File: src/rtl/bft_pkg.sv
// Shared definitions for the BFT leaf transmit path: packet field positions,
// credit sizing and the packetizer FSM state type.
package bft_pkg;

  localparam int PACKET_BITS   = 49;
  localparam int PAYLOAD_BITS  = 32;
  localparam int NUM_LEAF_BITS = 4;
  localparam int NUM_PORT_BITS = 4;
  localparam int NUM_ADDR_BITS = 7;
  localparam int CREDIT_BITS   = 8;
  localparam int INIT_CREDITS  = 2 ** NUM_ADDR_BITS;

  // Packet layout, MSB first: valid | leaf | port | addr | parity | payload
  localparam int VALID_BIT   = 48;
  localparam int LEAF_MSB    = 47;
  localparam int LEAF_LSB    = 44;
  localparam int PORT_MSB    = 43;
  localparam int PORT_LSB    = 40;
  localparam int ADDR_MSB    = 39;
  localparam int ADDR_LSB    = 33;
  localparam int PARITY_BIT  = 32;
  localparam int PAYLOAD_MSB = 31;
  localparam int PAYLOAD_LSB = 0;

  // Packets addressed to this port carry freespace (credit) updates.
  localparam logic [NUM_PORT_BITS-1:0] CTRL_PORT = '0;

  typedef enum logic [1:0] {
    ST_IDLE  = 2'd0,
    ST_RUN   = 2'd1,
    ST_STALL = 2'd2
  } tx_state_t;

endpackage

File: src/rtl/bft_tx_credit_counter.sv
// Credit counter for the transmit leaf: decrements per sent word, adds returned
// freespace, saturates at the receiver buffer depth and flags overflow (sticky).
module bft_tx_credit_counter
  import bft_pkg::*;
(
  input  logic                   clk,
  input  logic                   rst_n,
  input  logic                   dec,
  input  logic [CREDIT_BITS-1:0] inc,
  output logic [CREDIT_BITS-1:0] credits,
  output logic                   credit_err
);

  // Two extra bits hold credits + inc (up to 128 + 255) without wrapping.
  logic [CREDIT_BITS+1:0] sum;

  always_comb begin
    sum = {2'b00, credits} + {2'b00, inc} - {{(CREDIT_BITS+1){1'b0}}, dec};
  end

  // NOTE: sequential state uses non-blocking (<=) so every register samples
  // the pre-edge values; blocking here would create order-dependent races.
  always_ff @(posedge clk) begin
    if (!rst_n) begin
      credits    <= CREDIT_BITS'(INIT_CREDITS);
      credit_err <= 1'b0;
    end else if (sum > (CREDIT_BITS+2)'(INIT_CREDITS)) begin
      credits    <= CREDIT_BITS'(INIT_CREDITS);
      credit_err <= 1'b1;
    end else begin
      credits    <= sum[CREDIT_BITS-1:0];
    end
  end

endmodule

File: src/rtl/bft_stream_packetizer.sv
// BFT leaf transmitter: wraps user words into 49-bit packets under credit flow control.
// Define BFT_TX_PARITY_EN to drive even parity of the payload on packet bit 32.
module bft_stream_packetizer
  import bft_pkg::*;
(
  input  logic                     clk_bft,
  input  logic                     reset_bft,
  input  logic [NUM_LEAF_BITS-1:0] dest_leaf,
  input  logic [NUM_PORT_BITS-1:0] dest_port,
  input  logic [PAYLOAD_BITS-1:0]  din_leaf_user2tx,
  input  logic                     vld_user2tx,
  output logic                     ack_tx2user,
  output logic [PACKET_BITS-1:0]   dout_tx2bft,
  input  logic [PACKET_BITS-1:0]   din_bft2tx,
  output logic [CREDIT_BITS-1:0]   credits,
  output logic                     credit_err
);

  tx_state_t                state, state_next;
  logic [NUM_LEAF_BITS-1:0] leaf_q;
  logic [NUM_PORT_BITS-1:0] port_q;
  logic [NUM_ADDR_BITS-1:0] addr;
  logic                     accept;
  logic                     ret_vld;
  logic [CREDIT_BITS-1:0]   credit_inc;
  logic                     parity;

  // Only the count byte of a return packet matters; the rest is dropped.
  logic unused_ret_bits;
  assign unused_ret_bits = ^{din_bft2tx[LEAF_MSB:LEAF_LSB], din_bft2tx[ADDR_MSB:8]};

  // The ack term limits the rate to one word per two cycles, so a word held
  // valid through its ack cycle is never taken twice.
  assign accept = (state == ST_RUN) && (credits != '0) && vld_user2tx && !ack_tx2user;

  assign ret_vld    = din_bft2tx[VALID_BIT] && (din_bft2tx[PORT_MSB:PORT_LSB] == CTRL_PORT);
  assign credit_inc = ret_vld ? din_bft2tx[CREDIT_BITS-1:0] : '0;

`ifdef BFT_TX_PARITY_EN
  assign parity = ^din_leaf_user2tx;
`else
  assign parity = 1'b0;
`endif

  // NOTE: every always_comb output gets a default before the case so no path
  // leaves it unassigned, which would otherwise infer a latch.
  always_comb begin
    state_next = state;
    case (state)
      ST_IDLE:  state_next = ST_RUN;
      ST_RUN:   if (credits == '0) state_next = ST_STALL;
      ST_STALL: if (credits != '0) state_next = ST_RUN;
      default:  state_next = ST_IDLE;
    endcase
  end

  // NOTE: reset is synchronous here, so it sits inside the clocked branch and
  // is absent from the sensitivity list.
  always_ff @(posedge clk_bft) begin
    if (!reset_bft) state <= ST_IDLE;
    else            state <= state_next;
  end

  always_ff @(posedge clk_bft) begin
    if (!reset_bft) begin
      ack_tx2user <= 1'b0;
      dout_tx2bft <= '0;
      addr        <= '0;
      leaf_q      <= '0;
      port_q      <= '0;
    end else begin
      ack_tx2user <= accept;
      if (state == ST_IDLE) begin
        leaf_q <= dest_leaf;
        port_q <= dest_port;
      end
      if (accept) begin
        dout_tx2bft <= {1'b1, leaf_q, port_q, addr, parity, din_leaf_user2tx};
        addr        <= addr + 1'b1;
      end else begin
        dout_tx2bft <= '0;
      end
    end
  end

  bft_tx_credit_counter u_credit (
    .clk        (clk_bft),
    .rst_n      (reset_bft),
    .dec        (accept),
    .inc        (credit_inc),
    .credits    (credits),
    .credit_err (credit_err)
  );

endmodule

File: config.mk
export PLATFORM = sky130hd
export DESIGN_NAME = bft_stream_packetizer
export DESIGN_NICKNAME = d
export VERILOG_FILES = /design/src/rtl/bft_pkg.sv /design/src/rtl/bft_tx_credit_counter.sv /design/src/rtl/bft_stream_packetizer.sv
export SDC_FILE = /design/constraint.sdc
export NUM_CORES = 1
export LEC_CHECK = 0
export ABC_AREA = 1
export BUFFER_PORTS_ARGS = -buffer_cell sky130_fd_sc_hd__buf_2
export CORE_MARGIN = 3
export CORE_UTILIZATION = 45
export CTS_BUF_LIST = sky130_fd_sc_hd__clkbuf_4 sky130_fd_sc_hd__clkbuf_8 sky130_fd_sc_hd__clkbuf_16
export DETAILED_ROUTE_END_ITERATION = 6
export PLACE_DENSITY = 0.79
export SLEW_MARGIN = 20
export SYNTH_ARGS = -nofsm -noshare
export SYNTH_HDL_FRONTEND = slang
export SYNTH_SLANG_ARGS = --single-unit
File: constraint.sdc
create_clock -name clk_bft -period 2.7 [get_ports clk_bft]
set_input_delay 0.135 -clock clk_bft [delete_from_list [all_inputs] [get_ports clk_bft]]
set_output_delay 0.135 -clock clk_bft [all_outputs]
set_load 0.05 [all_outputs]
Word-level counts from Yosys, hierarchy flattened
Cells that the tools add are included.

word-level totals
  logic and storage cells = 35
  input port bits = 92
  output and inout bits = 59
  bits in registers = 76

operators by class
  add/subtract/negate cells = 3
  $lt $le $gt $ge = 1
  reduce and logical (&&, ||, !) cells = 12
  multiplexer cells = 5
  bitwise logic cells = 1
  eq/ne operators = 4

operators with widths
  cell                 number
  $mux 49              1
  $gt 10x8->1 const B  1
  $sub 10x1->10        1
  $add 8x8->9          1
  $logic_not 8->1      1
  $mux 8               1
  $reduce_bool 8->1    1
  $add 7x1->7 const B  1
  $pmux 2 s3           1
  $logic_and 1x1->1    4
  $logic_not 4->1      1
  $mux 2               2
  $reduce_and 2->1     2
  $eq 2x1->1 const B   1
  $eq 2x2->1 const B   1
  $logic_not 2->1      1
  $ne 2x1->1 const B   1
  $ne 2x2->1 const B   1
  $reduce_or 2->1      1
  $logic_not 1->1      1
  $not 1->1            1

Longest topological paths before layout
Gate-level depths: netlist of run 1.

  depth in word-level cells = 7
  depth in mapped cells = 23
  gate-level depth less buffers = 23

Hierarchy
From an unflattened synthesis of run 1, not the netlist that was laid out.

second synthesis, totals
  cells, all modules = 446
  area, all modules = 3254.4 µm²

modules (own cells, without submodules)
  module                 sequential area each (µm²)  cells each  times used  area an instance (µm²)
  bft_stream_packetizer  1301.2                      279         1           2257.2
  bft_tx_credit_counter  180.2                       167         1           997.2

Worst setup path after synthesis of run 1
Ideal clock, no wire load.

  path kind = register to register
  from = reg u_credit.credits[0]
  to = reg u_credit.credit_err
  setup slack = 0.183 ns
  setup time = 0.110 ns
  buffers on the path = 0
  arrival = 2.407 ns
  period minus slack after synthesis = 2.517 ns
  required time = 2.590 ns
  cell stages (with the launch flop) = 16
  cell sequence = dfxtp_1 > ha_1 > inv_1 > fa_1 > ha_1 > inv_1 > nor2_1 > nand3_1 > nor2_2 > nand3_1 > inv_1 > nand2_1 > nand2_2 > nand3_1 > nand2_1 > inv_1

on the way
  cells in the longest elaborated chain, start to end = 6
  elaborated cells on any way between the ends = 7
  classes of those cells = 2 x add/sub; 1 x order compare; 4 x reduce/logical

ends and longest elaborated chain
  what                                                 line                         text
  start, declared                                      bft_tx_credit_counter.sv:10  output logic [CREDIT_BITS-1:0] credits,
  start signal, assigned                               bft_tx_credit_counter.sv:25  credits <= CREDIT_BITS'(INIT_CREDITS);
  start signal, assigned                               bft_tx_credit_counter.sv:28  credits <= CREDIT_BITS'(INIT_CREDITS);
  start signal, assigned                               bft_tx_credit_counter.sv:31  credits <= sum[CREDIT_BITS-1:0];
  branches (longest 4 deep; another with $add 8x8->9)  n/a
  $sub 10x1->10 *                                      bft_tx_credit_counter.sv:18  sum = {2'b00, credits} + {2'b00, inc} - {{(CREDIT_BITS+1){1'b0}}, dec};
  $gt 10x8->1 *                                        bft_tx_credit_counter.sv:27  end else if (sum > (CREDIT_BITS+2)'(INIT_CREDITS)) begin
  end signal, assigned                                 bft_tx_credit_counter.sv:26  credit_err <= 1'b0;
  end signal, assigned                                 bft_tx_credit_counter.sv:29  credit_err <= 1'b1;
  end, declared                                        bft_tx_credit_counter.sv:11  output logic credit_err

Every way passes the cells marked *.
A chain may end at the register's enable or synchronous reset.

Final worst setup path of run 1
  from = reg u_credit.credits[1]
  to = reg u_credit.credits[4]

on the way
  cells in the longest elaborated chain, start to end = 7
  elaborated cells on any way between the ends = 8
  classes of those cells = 2 x add/sub; 1 x order compare; 5 x reduce/logical

ends and longest elaborated chain
  what                              line                         text
  $reduce_bool 8->1 *               bft_stream_packetizer.sv:34  assign accept = (state == ST_RUN) && (credits != '0) && vld_user2tx && !ack_tx2user;
  $logic_and 1x1->1 * (3 in a row)  bft_stream_packetizer.sv:34
  named net accept                  bft_stream_packetizer.sv:23  logic accept;
  $sub 10x1->10 *                   bft_tx_credit_counter.sv:18
  $gt 10x8->1                       bft_tx_credit_counter.sv:27
  $reduce_or 2->1 (no source line)  n/a

Mark *: on every way through the listed nets, which the timed path passes. The rest lies on a longest branch.

==> results of run 1 <==
## through the flow
step	std cells	util [%]	cell area, µm²
detailed placement	585	56.69	3641
finish	616	62.79	4033
global route	616	62.79	4033
CTS	613	62.19	3994
global placement	585	56.69	3641
floorplan	401	-	3012
## metal layers
| metal | GRT usage [%] | up-vias |
|---|---|---|
| met1 | 18.58 | 1187 |
| li1 | - | 1453 |
| met2 | 31.10 | 69 |
| met5 | 0 | - |
| met3 | 4.986 | 5 |
| met4 | 4.184 | 0 |
## cell usage in the layout, fill, tap and decap left out, drive strengths merged
master,count
dfxtp,74
nand4,3
nand3,23
o21ai,14
o21bai,1
nor3b,1
a31oi,1
clkbuf,12
fa,1
and3,1
nor2,76
a21oi,17
clkinv,2
dlygate4sd3,15
nand2,59
nor4,3
buf,117
inv,100
nor3,4
xor2,1
conb,1
bufinv,2
ha,11
## power breakdown
part	switching (mW)	internal, mW	total, mW
clock	0.372	0.581	0.954
sequential	0.0250	1.14	1.17
combinational	0.343	0.165	0.508
## what timing repair did
| action | in CTS | in global routing |
|---|---|---|
| setup endpoints to repair | 0 | 2 |
| endpoints found under the hold margin | 12 | 3 |
| hold buffers | 12 | 3 |
| resized for setup | 0 | 2 |
## registers in the layout, summed over array words and instances, names as in the netlist
signal	cells
u_credit.credits	8
addr	7
state	2
dout_tx2bft	48
u_credit.credit_err	1
leaf_q	4
port_q	4
## worst max-delay path: stages, from the launching register on
cell and delay [ps]:
dfxtp_1 340, nor4_1 290, buf_4 170, nand2_1 80, nand2_2 80, inv_1 50, ha_1 190, ha_1 180
inv_1 90, xor2_1 70, inv_1 70, nand2_1 50, nor2_1 100, nand2_1 60, nor2_1 100, nand2_1 70
nand2_2 90, nand3_4 100, nor2_1 110
## path summary, 6_finish.rpt
path / startpoint / end / slack (ps) / cells after the start
max: u_credit.credits[1] / u_credit.credits[4] / 330 / 18
min: din_leaf_user2tx[5] / dout_tx2bft[5] / 10 / 3
min reg2reg: leaf_q[2] / dout_tx2bft[46] / 440 / 2
max reg2reg: u_credit.credits[1] / u_credit.credits[4] / 330 / 18
## cell type report
class | count | area, µm² | share of cell area [%]
Multi-Input combinational cell | 217 | 1101 | 27.30
Sequential cell | 74 | 1481 | 36.74
Tap cell | 77 | 96.34 | 2.389
Timing Repair Buffer | 132 | 745.7 | 18.49
Clock inverter | 4 | 73.82 | 1.831
Inverter | 100 | 375.4 | 9.308
Clock buffer | 12 | 158.9 | 3.940
## logic make-up after synthesis
kind of cell             Yosys count  share of synthesized area (%)
XOR/XNOR                           1                         0.2909
AO/OA/AOI/OAI                     33                          5.733
adder cells (fa/ha/maj)           12                          5.235
flip-flops                        74                          49.19
AND/OR/NAND/NOR                  170                          24.89
other                              1                         0.1245
buffers and inverters            110                          14.54
==> metrics.yaml, run 1 <==
clock_tree:
  path_clk_slew_ps: 70
  cts_root_buf: "clkbuf_8"
  post_cts_buffers: 0
  cts_made_buffers: 9
  worstSkewPairLatency_ps: 330
  cts.sinks: 74
  cts_tree: "yes"
  htree_levels: 3
  clock_path_buffers: 2
global_routing:
  grt_overflow: 0
  grt_start_max_net_pins: 48
  grtUsageTotal_pct: 16.75
  antenna_found_initial: 0
  grt_pass1_vias: 2440
  grt_pass1_wl_um: 10280
timing:
  max_freq_ghz: 0.4212
  skew_ps: 9.373
  final-setup-viol-count: 0
  final.setup.tns_ps: 0
  rsz0062_at_grt: "false"
  setup_ws_ps: 325.6
  hold_viol: 0
  timing.final.crit_period_ps: 2374
  fin_crit_sh_pct: 87.94
  drv_slew: 0
  hold_slack_ps: 14.00
die:
  fp-row-count: 29
  die_h_um: 87.81
  dieArea_um2: 7710
  initial_core_util_pct: 46.89
  die_w_um: 87.81
  io_pins: 151
  core-area_um2: 6422
power:
  vdd_drop_max_uv: 469.2
  p_leak_nw: 2.322
  p_total_mw: 2.630
  powerDensity_nw_per_um2: 652.3
outcome:
  run_status: "completed"
critical_path:
  worstPathMaxFanout: 6
  path_class: "reg -> reg"
  cp.required_ps: 2960
  cp-end-kind: "flop"
  arrival_ps: 2640
  critPathLaunchType: "flop"
yosys:
  syn_nets: 505
  ys_async_sr_fraction_pct: 0
  yosysTopAreaCell: "dfxtp_1"
  netlist_instances: 401
  synth_edf_count: 0
  synth_area_um2: 3012
  synth_most_common_cell: "inv_1"
  synth_top_flop_cell: "dfxtp_1"
  ys_warn_count: 0
  syn_area_per_cell_um2: 7.510
  seq_area_frac_synth_pct: 49.19
  synth_area_leaders: "dfxtp_1, inv_1, nor2_1"
  ys_ff_latch: 74
  yosysUniqueCellTypes: 28
  synthTopCellsByCount: "inv_1, dfxtp_1, nor2_1, nand2_1, nand3_1"
  synth_top_area_share_pct: 49.19
drt:
  wl_met3_um: 395
  viasPerCell: 4.406
  dr_total_vias: 2714
  ant_nets: 0
  drt_iter0_drc: 75
  met2_length_um: 3429
  wirelength_met1_um: 2625
  wirelength_um: 6489
  dr.pass1.iters: 4
  wl_per_cell_um: 10.53
  drc: 0
  top_layer: "met4"
final_layout:
  drive_above_1_share_pct: 28.39
  syn_to_final_growth_pct: 33.90
  layout.filler_cells: 576
  nNetsFinal: 638
  n_antenna_cell: 0
placed_design:
  place_ws_ps: 22.77
  gp_congestion: 0.8645
  io_buffer_count: 113
  hpwlAfterDp_um: 4742
run:
  drv_cap: 0
worst_hold_path:
  hold_path_class: "in -> reg"
No activity file was read; power rests on OpenSTA's default activity.
==> run 2: changes to the inputs <==
--- a/config.mk
+++ b/config.mk
@@ -8,10 +8,10 @@
 export ABC_AREA = 1
 export BUFFER_PORTS_ARGS = -buffer_cell sky130_fd_sc_hd__buf_2
 export CORE_MARGIN = 3
-export CORE_UTILIZATION = 45
+export CORE_UTILIZATION = 49
 export CTS_BUF_LIST = sky130_fd_sc_hd__clkbuf_4 sky130_fd_sc_hd__clkbuf_8 sky130_fd_sc_hd__clkbuf_16
 export DETAILED_ROUTE_END_ITERATION = 6
-export PLACE_DENSITY = 0.79
+export PLACE_DENSITY = 0.85
 export SLEW_MARGIN = 20
 export SYNTH_ARGS = -nofsm -noshare
 export SYNTH_HDL_FRONTEND = slang
==> constraint.sdc (replaced) <==
create_clock -name clk_bft -period 2.8 [get_ports clk_bft]
set_input_delay 0.14 -clock clk_bft [delete_from_list [all_inputs] [get_ports clk_bft]]
set_output_delay 0.14 -clock clk_bft [all_outputs]
set_load 0.05 [all_outputs]
==> run 2 against run 1 <==
Effect of this change:
- register-to-register slack worse by 30 ps
- sequential share of layout area grew 0.49 points
- flip-flop and latch count unchanged
- utilization up 6.9 points
- setup slack lost 35 ps
- critical path depth is 1 lower
- via count grew 1.4%
- non-clock buffer count is 6 lower
- count of clock-buffer cells in the layout fell by 2
- critical endpoint is now u_credit.credits[0]
==> metrics.yaml, run 2 (synthesis gave the netlist of run 1 again) <==
timing:
  timing.final.crit_period_ps: 2509  # +134.8 ps
  fin_crit_sh_pct: 89.61  # +1.7 points
  drv_slew: 0  # unchanged
  skew_ps: 10.71  # +1.335 ps
  final-setup-viol-count: 0  # unchanged
  rsz0062_at_grt: "false"
  worstMarginPinSlew_ps: 725.1
  max_freq_ghz: 0.3985  # -5.4%
  hold_viol: 0  # unchanged
  slew_headroom_pct: 51.59
  final.setup.tns_ps: 0  # unchanged
final_layout:
  largest_reg_flops: 48  # unchanged
  register_area_um2: 1481  # unchanged
  final_cell_mix: "buf_2, inv_1, dfxtp_1, nor2_1, nand2_1"
  multi_input_comb_area_um2: 1092  # -0.80%
  layout.filler_cells: 453  # -21%
  final_common_cell: "buf_2"
  drive_above_1_share_pct: 27.95  # -0.43 points
  reg.largest.list: "dout_tx2bft (48), u_credit.credits (8), addr (7)"
  largest-register: "dout_tx2bft"
  syn_to_final_growth_pct: 32.16
  nNetsFinal: 632  # -0.94%
  n_antenna_cell: 0  # unchanged
critical_path:
  worstPathMaxFanout: 6  # unchanged
  ff2ff_path_depth: 17  # -1
  cp-end-kind: "flop"
  critPathLaunchType: "flop"
  cp.required_ps: 3070  # +110 ps
  rr_endpoint: "u_credit.credits[0]"
  arrival_ps: 2780  # +140 ps
  path_class: "reg -> reg"
  r2r_slack_ps: 290  # -30 ps
  r2r_start: "u_credit.credits[1]"
clock_tree:
  clock_path_buffers: 2  # unchanged
  cts_root_buf: "clkbuf_8"
  htree_levels: 3  # unchanged
  path_clk_slew_ps: 70  # about the same
  post_cts_buffers: 0  # unchanged
  cts.sinks: 74  # unchanged
  cts_made_buffers: 9  # unchanged
  cts_tree: "yes"
  cts_hold_buffers: 10  # -2
  worstSkewPairLatency_ps: 340  # about the same
  cts.repair.resized: 0  # unchanged
drt:
  drc: 0  # unchanged
  viasPerCell: 4.549  # +3.2%
  ant_nets: 0  # unchanged
  dr.pass1.iters: 5  # +1
  drt_iter0_drc: 125  # +67%
  wl_per_cell_um: 11.38  # +8.0%
  wirelength_um: 6882  # +6.1%
  dr_total_vias: 2752  # +1.4%
placed_design:
  io_buffer_count: 113  # unchanged
  hpwlAfterDp_um: 4691  # -1.1%
  gp_congestion: 0.7724  # -11%
power:
  vdd_drop_max_uv: 533.5  # +14%
  p_total_mw: 2.602  # -1.1%
  powerDensity_nw_per_um2: 653.8  # +0.23%
  p_leak_nw: 2.302  # -0.85%
worst_hold_path:
  min_path_cells: 3  # unchanged
  hp-start: "din_leaf_user2tx[11]"
  hold_path_class: "in -> reg"
  min_to: "dout_tx2bft[11]"
global_routing:
  grt_pass1_vias: 2463  # +0.94%
  grtUsageTotal_pct: 18.04  # +1.3 points
  grt_overflow: 0  # unchanged
  grt_use_met1_pct: 19.24  # +0.66 points
  grt_pass1_wl_um: 10480  # +1.9%
  grtUsageMet2_pct: 33.00  # +1.9 points
  grt-busiest-layer: "met2"
  grt_start_max_net_pins: 48  # unchanged
  antenna_found_initial: 0  # unchanged
  grt_use_met3_pct: 5.103  # +0.12 points
die:
  io_pins: 151  # unchanged
  dieArea_um2: 7123  # -7.6%
  initial_core_util_pct: 52.75  # +5.9 points
  die_h_um: 84.40  # -3.9%
  die_w_um: 84.40  # -3.9%
  core-area_um2: 5709  # -11%
  fp-row-count: 27  # -6.9%
outcome:
  run_status: "completed"
run:
  drv_cap: 0  # unchanged
[run 2: worst max path at each step]
stage	startpoint	end	slack (ps)	cells past startpoint
2_1_floorplan	u_credit.credits[0]	u_credit.credit_err	280	15
3_3_place_gp	din_bft2tx[43]	u_credit.credit_err	210	20
4_1_cts	u_credit.credits[1]	u_credit.credits[0]	300	17
3_5_place_dp	din_bft2tx[43]	u_credit.credits[0]	140	19
5_1_grt	u_credit.credits[1]	u_credit.credits[0]	20	17
6_report	u_credit.credits[1]	u_credit.credits[0]	290	17
[run 2: power breakdown]
group	switching [mW]	internal, mW
logic	0.331	0.148
clock network	0.379	0.619
registers	0.0228	1.10
[run 2: cell type report]
cell class                 instances  share of cell area, %
sequential                        74                  37.22
clock inverter                     6                  2.829
tap                               72                  2.263
multi-input combinational        217                  27.44
inverter                         100                  9.431
timing repair buffer             126                  17.35
clock buffer                      10                  3.458
[run 2: worst max-delay path, stage by stage (launching register included)]
cell and delay (ps):
dfxtp_1 330, nor4_1 500, nand2_1 180, nand2_2 90, inv_1 40, ha_1 190, ha_1 190, inv_1 80
nor2_1 60, nand3_1 120, nand2_1 70, inv_1 60, nand2_1 50, nor2_1 90, nand2_1 70, nand2_2 90
nand3_4 110, nor2_1 130
[run 2: stage by stage]
step	setup WS, ps	cell area, µm²	hold WS (ps)	utilization (%)	instances
5_1_grt	24.65	3980	0.6112	69.71	605
6_report	290.8	3980	9.847	69.71	605
2_1_floorplan	283.2	3012	252.2	-	401
4_1_cts	295.1	3970	0.3232	69.54	604
3_3_place_gp	213.5	3620	352.1	63.40	578
3_5_place_dp	140.9	3620	360.7	63.40	578
[run 2: routing by layer]
| metal | up-vias | part of all wire, % | wire (µm) |
|---|---|---|---|
| met5 | - | 0 | 0 |
| met4 | 0 | 2.3 | 161 |
| met3 | 17 | 6.6 | 454 |
| met2 | 93 | 52 | 3566 |
| met1 | 1201 | 39 | 2699 |
| li1 | 1441 | - | - |
==> run 3: changes to the inputs <==
--- a/config.mk
+++ b/config.mk
@@ -7,11 +7,11 @@
 export LEC_CHECK = 0
 export ABC_AREA = 1
 export BUFFER_PORTS_ARGS = -buffer_cell sky130_fd_sc_hd__buf_2
+export CAP_MARGIN = 5
 export CORE_MARGIN = 3
-export CORE_UTILIZATION = 49
+export CORE_UTILIZATION = 33
 export CTS_BUF_LIST = sky130_fd_sc_hd__clkbuf_4 sky130_fd_sc_hd__clkbuf_8 sky130_fd_sc_hd__clkbuf_16
 export DETAILED_ROUTE_END_ITERATION = 6
-export PLACE_DENSITY = 0.85
 export SLEW_MARGIN = 20
 export SYNTH_ARGS = -nofsm -noshare
 export SYNTH_HDL_FRONTEND = slang
==> run 3 against run 2 <==
Effect of this change:
- critical path depth down 3
- flip-flop and latch count unchanged
- die area up 45%
- register-to-register slack better by 95 ps
- via count down 0.87%
- clock skew about the same
- largest cell class unchanged
- highest routed layer unchanged
==> metrics.yaml, run 3 (synthesis gave the netlist of run 1 again) <==
clock_tree:
  worstSkewPairLatency_ps: 330  # about the same
  cts_root_buf: "clkbuf_8"
  path_clk_slew_ps: 70  # about the same
  cts_tree: "yes"
  clock_path_buffers: 2  # unchanged
  cts_made_buffers: 9  # unchanged
  htree_levels: 3  # unchanged
  post_cts_buffers: 0  # unchanged
  cts.sinks: 74  # unchanged
critical_path:
  worstPathMaxFanout: 6  # unchanged
  critPathCapture: "u_credit.credits[0]"
  cpMaxStageDelayCell: "fa_1"
  crit_start: "u_credit.credits[0]"
  path_cells: "ha_1 -> inv_1 -> fa_1 -> ha_1 -> inv_1 -> nor2_1 -> nand3_1 -> nor2_2 -> nand3_1 -> inv_1 -> nand2_1 -> nand2_2 -> nand3_4 -> nor2_1"
  path_buf_inv: 3  # unchanged
  crit_top_cell: "inv_1"
  rr_endpoint: "u_credit.credits[0]"
  critPathLaunchType: "flop"
  crit_family: "simple AND/OR/NAND/NOR gates"
  r2r_start: "u_credit.credits[0]"
  path_depth: 14  # -3
  max_stage_delay_ps: 520  # +20 ps
  arrival_ps: 2690  # -90 ps
  r2r_slack_ps: 390  # +100 ps
  cp-end-kind: "flop"
  ff2ff_path_depth: 14  # -3
  cp.required_ps: 3070  # about the same
  path_class: "reg -> reg"
drt:
  dr_total_vias: 2728  # -0.87%
  wirelength_um: 6743  # -2.0%
  drc: 0  # unchanged
  viasPerCell: 4.146  # -8.9%
  drt_iter0_drc: 75  # -40%
  ant_nets: 0  # unchanged
  dr.pass1.iters: 4  # -1
  wl_per_cell_um: 10.25  # -9.9%
worst_hold_path:
  hold_path_class: "in -> reg"
  min_path_cells: 3  # unchanged
power:
  vdd_drop_max_uv: 332.6  # -38%
  power.share.combinational_pct: 20.2  # +1.8 points
  p_leak_nw: 2.358  # +2.4%
  clkPwrFrac_pct: 34.0  # -4.4 points
  p_total_mw: 2.461  # -5.4%
  seq_power_share_pct: 45.8  # +2.6 points
  p_switching_mw: 0.7226  # -1.4%
  powerDensity_nw_per_um2: 592.4  # -9.4%
  internal_power_mw: 1.738  # -7.0%
  p_sw_share_pct: 29.37  # +1.2 points
global_routing:
  grt_pass1_wl_um: 10640  # +1.5%
  grt_overflow: 0  # unchanged
  grt_pass1_vias: 2472  # +0.37%
  antenna_found_initial: 0  # unchanged
  grt_start_max_net_pins: 25  # -48%
  grtUsageTotal_pct: 12.93  # -5.1 points
die:
  die_w_um: 101.5  # +20%
  core-area_um2: 8806  # +54%
  dieArea_um2: 10310  # +45%
  initial_core_util_pct: 34.20  # -19 points
  io_pins: 151  # unchanged
  die_h_um: 101.5  # +20%
  fp-row-count: 34  # +26%
final_layout:
  reg.largest.list: "dout_tx2bft (48), u_credit.credits (8), addr (7)"
  largest_reg_flops: 48  # unchanged
  n_antenna_cell: 0  # unchanged
  final_common_cell: "buf_2"
  drive_above_1_share_pct: 27.64  # -0.32 points
  syn_to_final_growth_pct: 37.93
  final_cell_mix: "buf_2, inv_1, dfxtp_1, nor2_1, nand2_1"
  largest-register: "dout_tx2bft"
  nNetsFinal: 649  # +2.7%
timing:
  timing.final.crit_period_ps: 2414  # -95.00 ps
  rsz0062_at_grt: "false"
  hold_viol: 0  # unchanged
  drv_slew: 0  # unchanged
  fin_crit_sh_pct: 86.22  # -3.4 points
  final-setup-viol-count: 0  # unchanged
  skew_ps: 11.03  # +0.3262 ps
  final.setup.tns_ps: 0  # unchanged
  max_freq_ghz: 0.4142  # +3.9%
placed_design:
  gp_congestion: 0.8270  # +7.1%
  io_buffer_count: 113  # unchanged
  hpwlAfterDp_um: 5011  # +6.8%
outcome:
  run_status: "completed"
run:
  drv_cap: 0  # unchanged
[run 3: tightest hold or removal path, cell delays in order]
cell and delay [ps]:
buf_2 90, inv_1 40, nor2_1 40
[run 3: timing repair]
item                                   in CTS  in global routing
endpoints found under the hold margin      26                  0
setup endpoints to repair                   0                  2
gates resized for setup                     0                  1
hold buffers                               26                  0
[run 3: area by class of cell]
cell class | instances | area (µm²)
clock buffer | 12 | 158.9
clock inverter | 4 | 48.80
fill | 917 | 4652
inverter | 100 | 375.4
multi-input combinational | 217 | 1099
sequential | 74 | 1481
tap | 108 | 135.1
timing repair buffer | 143 | 855.8
[run 3: worst min path at each step]
stage	from	end	slack (ps)
3_3_place_gp	din_leaf_user2tx[24]	dout_tx2bft[24]	350
6_report	din_leaf_user2tx[25]	dout_tx2bft[25]	20
3_5_place_dp	din_leaf_user2tx[11]	dout_tx2bft[11]	360
5_1_grt	din_leaf_user2tx[21]	dout_tx2bft[21]	7
4_1_cts	din_leaf_user2tx[22]	dout_tx2bft[22]	0.8
2_1_floorplan	din_leaf_user2tx[0]	dout_tx2bft[0]	250
[run 3: power by group through the flow]
stage / clock, mW / combinational (mW) / sequential, mW
floorplan: 0 / 0.229 / 1.27
global placement: 0 / 0.461 / 1.15
detailed placement: 0 / 0.468 / 1.15
CTS: 0.871 / 0.499 / 1.13
global route: 0.906 / 0.553 / 1.13
finish: 0.837 / 0.497 / 1.13
[run 3: layer usage]
metal / vias up / wire [µm] / track usage, %
li1: 1480 / - / -
met1: 1177 / 2892 / 14.64
met2: 60 / 3435 / 22.94
met3: 11 / 303 / 3.857
met4: 0 / 112 / 4.703
met5: - / 0 / 0
[run 3: through the flow]
step / setup slack [ps] / area [µm²] / util (%) / std cells / hold WS [ps]
2_1_floorplan: 283.2 / 3012 / - / 401 / 252.2
3_3_place_gp: 168.6 / 3680 / 41.79 / 616 / 353.1
3_5_place_dp: 138.7 / 3680 / 41.79 / 616 / 358.5
4_1_cts: 307.5 / 4148 / 47.10 / 658 / 0.8380
5_1_grt: 67.73 / 4154 / 47.17 / 658 / 6.554
6_report: 385.8 / 4154 / 47.17 / 658 / 23.48
